==> config.mk <==
export PLATFORM = sky130hd
export DESIGN_NAME = key_scan_flat
export DESIGN_NICKNAME = d
export VERILOG_FILES = /design/src/rtl/key_pkg.sv /design/src/rtl/key_scan_if.sv /design/src/rtl/key_sync.sv /design/src/rtl/key_scan.sv /design/src/flat_wrapper.sv
export SDC_FILE = /design/constraint.sdc
export NUM_CORES = 1
export LEC_CHECK = 0
export CORE_AREA = 5 5 50 96
export CTS_BUF_LIST = sky130_fd_sc_hd__clkbuf_16
export CTS_CLUSTER_SIZE = 28
export DETAILED_ROUTE_END_ITERATION = 8
export DIE_AREA = 0 0 55 101
export PLACE_DENSITY = 0.8
export SYNTH_ARGS = -nofsm -noshare
export SYNTH_HDL_FRONTEND = slang
export SYNTH_SLANG_ARGS = --single-unit
==> constraint.sdc <==
create_clock -name clk -period 7.9 [get_ports clk]
set_input_delay 1.58 -clock clk [delete_from_list [all_inputs] [get_ports clk]]
set_output_delay 1.58 -clock clk [all_outputs]
set_load 0.02 [all_outputs]
==> src/rtl/key_pkg.sv <==
// ---------------------------------------------------------------------------
// key_pkg
// Shared types for the keypad scanner.
//   res_kind_e / res_t : result of one whole-keypad frame (none, single key
//                        with its 4-bit code, or several keys at once)
//   ks_state_e         : press-tracking FSM states
//   res_merge()        : folds one column's row hits into a running result
// ---------------------------------------------------------------------------
package key_pkg;

    typedef enum logic [1:0] {
        RES_NONE   = 2'd0,
        RES_SINGLE = 2'd1,
        RES_MULTI  = 2'd2
    } res_kind_e;

    // The code field is kept at zero unless kind is RES_SINGLE, so two
    // results can be compared for equality as plain vectors.
    typedef struct packed {
        res_kind_e  kind;
        logic [3:0] code;
    } res_t;

    localparam res_t RES_CLEAR = '{kind: RES_NONE, code: 4'd0};

    typedef enum logic {
        KS_IDLE    = 1'b0,
        KS_PRESSED = 1'b1
    } ks_state_e;

    // Add the pressed rows of column 'col' to the result gathered so far.
    // Code is row*4 + col, i.e. {row, col}.
    function automatic res_t res_merge(input res_t       acc,
                                       input logic [3:0] rows,
                                       input logic [1:0] col);
        res_t       res;
        int         hits;
        logic [1:0] row;
        res  = acc;
        hits = 0;
        row  = 2'd0;
        for (int i = 0; i < 4; i++) begin
            if (rows[i]) begin
                hits = hits + 1;
                row  = 2'(i);
            end
        end
        if (hits > 1 || (hits == 1 && acc.kind != RES_NONE)) begin
            res = '{kind: RES_MULTI, code: 4'd0};
        end else if (hits == 1) begin
            res = '{kind: RES_SINGLE, code: {row, col}};
        end
        return res;
    endfunction

endpackage

==> src/rtl/key_scan_if.sv <==
// ---------------------------------------------------------------------------
// key_scan_if
// Keypad-side and result-side signals of the scanner.
//   row_n     : keypad rows, active-low (keypad -> scanner)
//   col_n     : column drive, active-low, one bit low (scanner -> keypad)
//   key_valid : one-cycle pulse per accepted press
//   key_code  : code of the last accepted key
//   key_down  : high while an accepted key is held
// master = the scanner, slave = keypad plus result consumer.
// ---------------------------------------------------------------------------
interface key_scan_if;
    logic [3:0] row_n;
    logic [3:0] col_n;
    logic       key_valid;
    logic [3:0] key_code;
    logic       key_down;

    modport master (input  row_n,
                    output col_n, key_valid, key_code, key_down);
    modport slave  (output row_n,
                    input  col_n, key_valid, key_code, key_down);
endinterface

==> src/rtl/key_sync.sv <==
// ---------------------------------------------------------------------------
// key_sync
// Two-flop synchronizer for slow asynchronous level inputs (keypad rows,
// switches). Both flops clear to 0 on reset.
//   clk   : system clock
//   reset : synchronous, active-high
//   i_d   : asynchronous input bus
//   o_q   : synchronized output bus (2-cycle latency)
// ---------------------------------------------------------------------------
module key_sync #(
    parameter int WIDTH = 4
) (
    input  logic             clk,
    input  logic             reset,
    input  logic [WIDTH-1:0] i_d,
    output logic [WIDTH-1:0] o_q
);

    logic [WIDTH-1:0] r_meta;
    logic [WIDTH-1:0] r_sync;

    // NOTE: non-blocking assignments so both flops sample the pre-edge
    // values; blocking here would collapse the chain into a single flop.
    always_ff @(posedge clk) begin
        if (reset) begin
            r_meta <= '0;
            r_sync <= '0;
        end else begin
            r_meta <= i_d;
            r_sync <= r_meta;
        end
    end

    assign o_q = r_sync;

endmodule

==> src/rtl/key_scan.sv <==
// ---------------------------------------------------------------------------
// key_scan
// 4x4 active-low matrix keypad scanner with whole-frame debouncing.
//   clk   : system clock
//   reset : synchronous, active-high
//   kp    : key_scan_if.master (row_n in; col_n, key_valid, key_code,
//           key_down out)
// Parameters:
//   SCAN_DIV : cycles each column is driven (>= 4)
//   DEBOUNCE : identical consecutive frames needed to accept a state (>= 1)
// ---------------------------------------------------------------------------
module key_scan
    import key_pkg::*;
#(
    parameter int SCAN_DIV = 50000,
    parameter int DEBOUNCE = 4
) (
    input  logic          clk,
    input  logic          reset,
    key_scan_if.master    kp
);

    localparam int DIV_W = $clog2(SCAN_DIV);
    localparam int STB_W = $clog2(DEBOUNCE + 1);
    localparam logic [DIV_W-1:0] DIV_LAST = DIV_W'(SCAN_DIV - 1);
    localparam logic [STB_W-1:0] STB_MAX  = STB_W'(DEBOUNCE);
    localparam logic [STB_W-1:0] STB_ONE  = STB_W'(1);

    // ---------------- row synchronizer (1 = pressed) ----------------
    logic [3:0] w_row_raw;
    logic [3:0] w_row_s;

    assign w_row_raw = ~kp.row_n;

    key_sync #(.WIDTH(4)) u_row_sync (
        .clk   (clk),
        .reset (reset),
        .i_d   (w_row_raw),
        .o_q   (w_row_s)
    );

    // ---------------- divider and column drive ----------------
    logic [DIV_W-1:0] r_div_cnt;
    logic [1:0]       r_col_idx;
    logic             w_sample;
    logic             w_frame_end;

    // Sampling on the last divider count gives the row lines at least two
    // cycles to settle through the synchronizer after the column switch.
    assign w_sample    = (r_div_cnt == DIV_LAST);
    assign w_frame_end = w_sample && (r_col_idx == 2'd3);

    always_ff @(posedge clk) begin
        if (reset) begin
            r_div_cnt <= '0;
            r_col_idx <= 2'd0;
        end else if (w_sample) begin
            r_div_cnt <= '0;
            r_col_idx <= r_col_idx + 2'd1;
        end else begin
            r_div_cnt <= r_div_cnt + DIV_W'(1);
        end
    end

    assign kp.col_n = ~(4'b0001 << r_col_idx);

    // ---------------- frame accumulator ----------------
    res_t r_acc;
    res_t w_frame;

    // Column 0 starts a fresh frame; later columns extend the running one.
    // At frame end w_frame is the complete frame result.
    assign w_frame = res_merge((r_col_idx == 2'd0) ? RES_CLEAR : r_acc,
                               w_row_s, r_col_idx);

    always_ff @(posedge clk) begin
        if (reset) begin
            r_acc <= RES_CLEAR;
        end else if (w_sample) begin
            r_acc <= w_frame;
        end
    end

    // ---------------- debounce ----------------
    res_t             r_prev;
    logic [STB_W-1:0] r_stable_cnt;
    logic [STB_W-1:0] w_stable_next;
    logic             w_same;
    logic             w_accept;

    assign w_same = (w_frame == r_prev);

    always_comb begin
        // NOTE: every always_comb output gets a default first, so no path
        // leaves it unassigned and no latch is inferred.
        w_stable_next = STB_ONE;
        if (w_same) begin
            w_stable_next = (r_stable_cnt == STB_MAX) ? r_stable_cnt
                                                      : r_stable_cnt + STB_ONE;
        end
    end

    // Accept only on the frame that brings the count up to DEBOUNCE, not on
    // the frames where it stays saturated.
    assign w_accept = w_frame_end && (w_stable_next == STB_MAX) &&
                      (!w_same || r_stable_cnt != STB_MAX);

    always_ff @(posedge clk) begin
        if (reset) begin
            r_prev       <= RES_CLEAR;
            r_stable_cnt <= '0;
        end else if (w_frame_end) begin
            r_prev       <= w_frame;
            r_stable_cnt <= w_stable_next;
        end
    end

    // ---------------- press FSM ----------------
    ks_state_e r_state;
    ks_state_e w_state_next;
    logic      w_pulse;
    logic      r_key_valid;
    logic [3:0] r_key_code;

    always_ff @(posedge clk) begin
        if (reset) begin
            r_state <= KS_IDLE;
        end else begin
            r_state <= w_state_next;
        end
    end

    always_comb begin
        w_state_next = r_state;
        unique case (r_state)
            KS_IDLE:
                if (w_accept && w_frame.kind == RES_SINGLE) begin
                    w_state_next = KS_PRESSED;
                end
            KS_PRESSED:
                // Any other key or a multi-press keeps us here until a full
                // release is accepted.
                if (w_accept && w_frame.kind == RES_NONE) begin
                    w_state_next = KS_IDLE;
                end
            default:
                w_state_next = KS_IDLE;
        endcase
    end

    always_comb begin
        w_pulse = 1'b0;
        if (r_state == KS_IDLE && w_accept && w_frame.kind == RES_SINGLE) begin
            w_pulse = 1'b1;
        end
    end

    always_ff @(posedge clk) begin
        if (reset) begin
            r_key_valid <= 1'b0;
            r_key_code  <= 4'd0;
        end else begin
            r_key_valid <= w_pulse;
            if (w_pulse) begin
                r_key_code <= w_frame.code;
            end
        end
    end

    assign kp.key_valid = r_key_valid;
    assign kp.key_code  = r_key_code;
    assign kp.key_down  = (r_state == KS_PRESSED);

endmodule

==> src/flat_wrapper.sv <==
// flat-port wrapper written by rule: the top's interface ports become plain ports
module key_scan_flat import key_pkg::*;
#(
    parameter int SCAN_DIV = 50000,
    parameter int DEBOUNCE = 4
)
  (clk, reset, kp_row_n, kp_col_n, kp_key_valid, kp_key_code, kp_key_down);
  key_scan_if kp_i ();
  input  logic clk;
  input  logic reset;
  input wire logic [$bits(kp_i.row_n)-1:0] kp_row_n;
  output wire logic [$bits(kp_i.col_n)-1:0] kp_col_n;
  output wire logic [$bits(kp_i.key_valid)-1:0] kp_key_valid;
  output wire logic [$bits(kp_i.key_code)-1:0] kp_key_code;
  output wire logic [$bits(kp_i.key_down)-1:0] kp_key_down;
  assign kp_i.row_n = kp_row_n;
  assign kp_col_n = kp_i.col_n;
  assign kp_key_valid = kp_i.key_valid;
  assign kp_key_code = kp_i.key_code;
  assign kp_key_down = kp_i.key_down;
  key_scan #(.SCAN_DIV(SCAN_DIV), .DEBOUNCE(DEBOUNCE)) u_core (.clk(clk), .reset(reset), .kp(kp_i));
endmodule
==> results.sh, run 1 <==
export IMPL_ant_nets=0
export IMPL_ff2ff_path_depth=10
export IMPL_firstDrtPassIters=4
export IMPL_clk_pin_slew_ns=0.07
export IMPL_finalSetupViolCount=0
export IMPL_synth_cell_types=58
export IMPL_grt_usage=0.192
export IMPL_synth_most_common_cell="dfxtp_1"
export IMPL_hold_depth=1
export IMPL_synth_seq_cells=47
export IMPL_dp_cells=332
export IMPL_critPathLaunchType="flop"
export IMPL_yosys_area_share_simple=0.233
export IMPL_yosysWarnings=0
export IMPL_drv_slew=0
export IMPL_hold_viol=0
export IMPL_synth_area_leaders="dfxtp_1, nor2_1, ha_1, xnor2_1, mux2i_1"
export IMPL_synthFlopType="dfxtp_1"
export IMPL_clock_path_buffers=2
export IMPL_cp_slowest_cell="clkdlybuf4s50_1"
export IMPL_rsz0062_at_grt="no"
export IMPL_insertion_delay_ns=0.29
export IMPL_vias_per_cell=5.79
export IMPL_grt_pass1_vias=1845
export IMPL_reg2reg_to="u_core.r_stable_cnt[2]$_SDFFE_PP0P_"
export IMPL_core_area_mm2=0.00401
export IMPL_cts_tree="done"
export IMPL_cp_cell_sequence="inv_1 > ha_1 > clkinv_1 > clkdlybuf4s50_1"
export IMPL_grt_overflow=0
export IMPL_slew_headroom=0.644
export IMPL_std_cell_rows=33
export IMPL_dieArea_mm2=0.00556
export IMPL_synth_compound_area_share=0.166
export IMPL_hold_path_end="u_core.u_row_sync.o_q[0]$_SDFF_PP0_"
export IMPL_port_buffers=15
export IMPL_antenna_found_initial=0
export IMPL_synth_top_family_by_area="simple AND/OR/NAND/NOR gates"
export IMPL_fmaxAchievable_ghz=0.295
export IMPL_worst_hold_startpoint="u_core.u_row_sync.r_meta[0]$_SDFF_PP0_"
export IMPL_tightestPinTransition_ns=0.534
export IMPL_io_pins=16
export IMPL_endpoint_kind="primary output"
export IMPL_power_leakage_uw=0.000919
export IMPL_r2r_slack_ns=4.79
export IMPL_syn2layout_area_growth_pct=13.2
export IMPL_crit_fanout=9
export IMPL_post_cts_resize_count=0
export IMPL_postCtsHoldBufs=0
export IMPL_syn_cell_area_mm2=0.00239
export IMPL_crit_buf_inv=3
export IMPL_synth_cells=272
export IMPL_synth_edff_count=0
export IMPL_yosysSeqAreaShare=0.394
export IMPL_skew_ns=0.00425
export IMPL_cpPeakStageDelay_ns=0.64
export IMPL_synthMuxAreaShare=0.0378
export IMPL_antennaDiodeCount=0
export IMPL_synth_xor_area_share=0.0587
export IMPL_numCtsBuffers=5
export IMPL_dpl_hpwl_um=3400
export IMPL_drcViolationCount=0
export IMPL_fin_nets=304
export IMPL_die_w_um=55
export IMPL_wl_per_cell_um=13.7
export IMPL_crit_type="flop to primary output"
export IMPL_status="complete, no violations"
export IMPL_required_ns=6.32
export IMPL_syn_nets=289
export IMPL_cts_num_sinks=47
export IMPL_clk_root_buffer_cell="clkbuf_16"
export IMPL_initial_core_util=0.596
export IMPL_crit_family="buffers and inverters"
export IMPL_grt_max_degree=34
export IMPL_postSynthAreaPerCell_um2=8.77
export IMPL_min_path_type="flop to flop"
export IMPL_postCtsSetupBuffers=0
export IMPL_place_gp_congestion=0.885
export IMPL_tns_ns=0
export IMPL_max_vdd_ir_drop_mv=0.173
export IMPL_drt_initial_drc_count=43
export IMPL_synth_common_cells="dfxtp_1, nor2_1, inv_1"
export IMPL_num_vias=1968
export IMPL_netlist_top_cell_by_area="dfxtp_1"
export IMPL_yosysTopAreaCellShare=0.394
export IMPL_r2r_start="u_core.u_row_sync.o_q[1]$_SDFF_PP0_"
export IMPL_grt_pass1_wl_um=8010
export IMPL_chipHeight_um=101
export IMPL_drive_above_1_share=0.0903
export IMPL_final_cells=340
export IMPL_synthArstFlopShare=0
export IMPL_powerDensity_mw_per_mm2=182
export IMPL_synth_fa_ha_area_frac=0.0577
export IMPL_ctsHtreeMaxLevel=2
export IMPL_cp_arrival_ns=1.81
export IMPL_finalWirelength_um=4650
export IMPL_maxCapViolations=0
export IMPL_fillCellCount=357
export IMPL_finalCriticalPeriod_ns=3.39
export IMPL_finalCritPeriodShare=0.429
[how the worst max path moves through the flow]
stage | start | to | cells past startpoint | slack, ns
floorplan | u_core.u_row_sync.o_q[1]$_SDFF_PP0_ | u_core.kp.key_down$_SDFF_PP0_ | 11 | 5.21
global placement | reset | u_core.r_div_cnt[15]$_SDFF_PP0_ | 4 | 4.86
detailed placement | reset | u_core.r_div_cnt[15]$_SDFF_PP0_ | 4 | 4.80
CTS | u_core.r_col_idx[0]$_SDFFE_PP0P_ | kp_col_n[0] | 4 | 4.53
global route | u_core.r_col_idx[0]$_SDFFE_PP0P_ | kp_col_n[0] | 4 | 4.43
finish | u_core.r_col_idx[0]$_SDFFE_PP0P_ | kp_col_n[0] | 4 | 4.51
[final cells by class]
type,count,area [um2],area share
clock buffer,5,125,0.0463
sequential,47,941,0.348
tap,52,65.1,0.0241
timing repair buffer,16,158,0.0584
inverter,18,67.6,0.0250
clock inverter,3,23.8,0.00880
multi-input combinational,199,1320,0.489
[where the power goes]
| part | switching, uW | internal [uW] |
|---|---|---|
| registers | 2.49 | 240 |
| logic | 24.0 | 15.3 |
| clock network | 92.0 | 118 |
[per-layer routing]
layer / global-route usage / wire [um] / vias to the layer above
met5: 0 / 0 / -
met4: 0.0824 / 108 / 0
met3: 0.0326 / 222 / 10
met2: 0.318 / 2420 / 54
met1: 0.235 / 1890 / 918
li1: - / - / 986
[flip-flops by register name (all words and copies together), names as in the netlist]
name / count
u_core.kp.key_valid: 1
u_core.r_prev: 6
u_core.u_row_sync.o_q: 4
u_core.kp.key_code: 4
u_core.r_stable_cnt: 3
u_core.r_acc: 6
u_core.r_col_idx: 2
u_core.kp.key_down: 1
u_core.r_div_cnt: 16
u_core.u_row_sync.r_meta: 4
[logic make-up after synthesis]
| family | Yosys count |
|---|---|
| muxes | 9 |
| and+or+nand+nor | 110 |
| buffers and inverters | 26 |
| xor gates and xnor gates | 16 |
| adders and majority gates | 11 |
| AOI/OAI and AO/OA | 53 |
| DFF | 47 |
[layout by cell type, fill, tap and decap left out, types with 3 or more instances in the layout]
cell type and instances:
mux2i_1 9, and4_1 3, o21ai_0 12, or3_1 4, xor2_1 3, a31oi_1 3, nor3_1 8, inv_1 16
nor2_1 43, nand3_1 11, ha_1 11, nand2_1 13, clkdlybuf4s50_1 15, nand4_1 7, nor2b_1 6, xnor2_1 13
a21oi_1 13, dfxtp_1 47, nand3b_1 3, clkbuf_16 5
[per-stage QoR]
step / hold slack (ns) / worst slack (ns) / total power (uW) / instance area [um2] / util
after global placement: 0.417 / 4.86 / 286 / 2550 / 0.637
after CTS: 0.440 / 4.53 / 495 / 2700 / 0.674
after detailed placement: 0.424 / 4.80 / 287 / 2550 / 0.637
after global routing: 0.457 / 4.43 / 511 / 2700 / 0.674
after floorplan: 0.414 / 5.21 / 280 / 2390 / -
final: 0.438 / 4.51 / 492 / 2700 / 0.674
(Power assumes the default switching activity.)
==> run 2, diff against run 1 <==
Settings changed: CORE_AREA 5 5 50 96 to 5 5 54 103, DIE_AREA 0 0 55 101 to 0 0 59 108, PLACE_DENSITY 0.8 to 0.73.
Clock period 7.9 ns to 2.9 ns, I/O delays scaled along.
==> run 2 against run 1 <==
  * Register-to-register slack got worse by 4.6 ns
  * Clock skew grew 0.0014 ns
  * Cell area is 6.0% higher
  * Routed wire length up 16%
  * Clock-buffer cell count stayed put
  * Clock power grew to 3.4 times the previous value
  * Die area grew 15%
  * Via count increased by 2.9%
==> results.sh, run 2 (synthesis results as in run 1) <==
export IMPL_drt_initial_drc_count=71
export IMPL_maxCapViolations=0
export IMPL_port_buffers=15
export IMPL_placed_cell_area_mm2=0.00262
export IMPL_tightestPinTransition_ns=0.544
export IMPL_crit_family="compound AO/OA/AOI/OAI gates"
export IMPL_clock_path_buffers=2
export IMPL_max_vdd_ir_drop_mv=0.458
export IMPL_ctsHtreeMaxLevel=2
export IMPL_insertion_delay_ns=0.28
export IMPL_cpPeakStageDelay_ns=0.40
export IMPL_final_common_cell="dfxtp_1"
export IMPL_clk_pin_slew_ns=0.06
export IMPL_place_gp_congestion=0.818
export IMPL_crit_top_cell="o21ai_0"
export IMPL_cp_arrival_ns=2.89
export IMPL_fin_nets=315
export IMPL_core_area_mm2=0.00464
export IMPL_finalCriticalPeriod_ns=2.73
export IMPL_wl_per_cell_um=15.2
export IMPL_tns_ns=0
export IMPL_die_w_um=59
export IMPL_io_pins=16
export IMPL_drcViolationCount=0
export IMPL_final_cell_mix="dfxtp_1, nor2_1, inv_1"
export IMPL_dieArea_mm2=0.00637
export IMPL_initial_core_util=0.514
export IMPL_critPathLaunchType="flop"
export IMPL_clk_root_buffer_cell="clkbuf_16"
export IMPL_status="complete, no violations"
export IMPL_grt_usage=0.183
export IMPL_chipHeight_um=108
export IMPL_endpoint_kind="flop"
export IMPL_cts_num_sinks=47
export IMPL_grt_pass1_vias=2055
export IMPL_syn2layout_area_growth_pct=20.0
export IMPL_num_vias=2025
export IMPL_grt_pass1_wl_um=9110
export IMPL_antenna_found_initial=0
export IMPL_required_ns=3.06
export IMPL_final_cell_area_mm2=0.00286
export IMPL_numCtsBuffers=5
export IMPL_largest_registers="u_core.r_div_cnt x16, u_core.r_acc x6, u_core.r_prev x6"
export IMPL_largest_reg_flops=16
export IMPL_power_leakage_uw=0.00101
export IMPL_finalCritPeriodShare=0.942
export IMPL_firstDrtPassIters=4
export IMPL_cts_tree="done"
export IMPL_crit_fanout=7
export IMPL_powerDensity_mw_per_mm2=526
export IMPL_finalWirelength_um=5370
export IMPL_grt_max_degree=33
export IMPL_vias_per_cell=5.72
export IMPL_finalSetupViolCount=0
export IMPL_top_register="u_core.r_div_cnt"
export IMPL_min_path_type="flop to flop"
export IMPL_crit_type="flop to flop"
export IMPL_fmaxAchievable_ghz=0.366
export IMPL_antennaDiodeCount=0
export IMPL_drive_above_1_share=0.140
export IMPL_hold_viol=0
export IMPL_dpl_hpwl_um=4070
export IMPL_ant_nets=0
export IMPL_cp_cell_sequence="inv_1 > ha_1 > buf_4 > o21ai_0 > a32o_1 > o41a_2 > nor3_1 > nand4_1 > o21ai_0 > a21oi_1"
export IMPL_drv_slew=0
export IMPL_std_cell_rows=35
export IMPL_grt_overflow=0
export IMPL_cp_slowest_cell="o41a_2"
export IMPL_skew_ns=0.00567
export IMPL_crit_buf_inv=2
export IMPL_slew_headroom=0.637
run 2: final timing paths:
path	from	endpoint	slack [ns]	depth (start not counted)
setup / recovery	u_core.u_row_sync.o_q[1]$_SDFF_PP0_	u_core.kp.key_code[3]$_SDFFE_PP0P_	0.17	10
hold / removal	u_core.u_row_sync.r_meta[2]$_SDFF_PP0_	u_core.u_row_sync.o_q[2]$_SDFF_PP0_	0.44	1
setup reg to reg	u_core.u_row_sync.o_q[1]$_SDFF_PP0_	u_core.kp.key_code[3]$_SDFFE_PP0P_	0.17	10
hold reg to reg	u_core.u_row_sync.r_meta[2]$_SDFF_PP0_	u_core.u_row_sync.o_q[2]$_SDFF_PP0_	0.44	1
run 2: repair_timing:
| action | CTS | global route |
|---|---|---|
| endpoints found under the hold margin | 0 | 0 |
| resized for setup | 0 | 13 |
| hold buffers | 0 | 0 |
| setup endpoints to repair | 0 | 8 |
| setup buffers | 0 | 3 |
run 2: per-stage QoR:
step	setup WS (ns)	total power [uW]	util	std cells	hold slack (ns)
finish	0.169	1510	0.617	354	0.437
global placement	0.103	789	0.564	343	0.430
global route	-0.00193	1560	0.617	354	0.460
detailed placement	0.0599	792	0.564	343	0.427
floorplan	0.209	764	-	272	0.414
CTS	0.0125	1500	0.604	351	0.442
run 2: cell type report:
class | count | area [um2]
Clock buffer | 5 | 125
Clock inverter | 3 | 63.8
Fill cell | 410 | 1780
Inverter | 18 | 67.6
Multi-Input combinational cell | 199 | 1360
Sequential cell | 47 | 941
Tap cell | 55 | 68.8
Timing Repair Buffer | 27 | 240
run 2: worst reg2reg max path: cells and delay by family, from the launching register on:
family                   cells  cell delay [ns]
AND/OR/NAND/NOR              2             0.57
adder cells (fa/ha/maj)      1             0.29
buffers and inverters        2             0.21
AO/OA/AOI/OAI                5             1.20
flip-flops                   1             0.35
run 2: metal layers:
layer	GRT usage	part of all wire	up-vias
met5	0	0	-
met4	0.0972	0.045	0
met3	0.0311	0.020	20
met2	0.358	0.59	34
met1	0.168	0.34	969
li1	-	-	1002
run 2: power breakdown:
part / internal, uW / switching [uW] / total, uW
Clock: 490 / 224 / 715
Combinational: 57.0 / 73.0 / 130
Sequential: 654 / 7.02 / 661
Total: 1200 / 305 / 1510
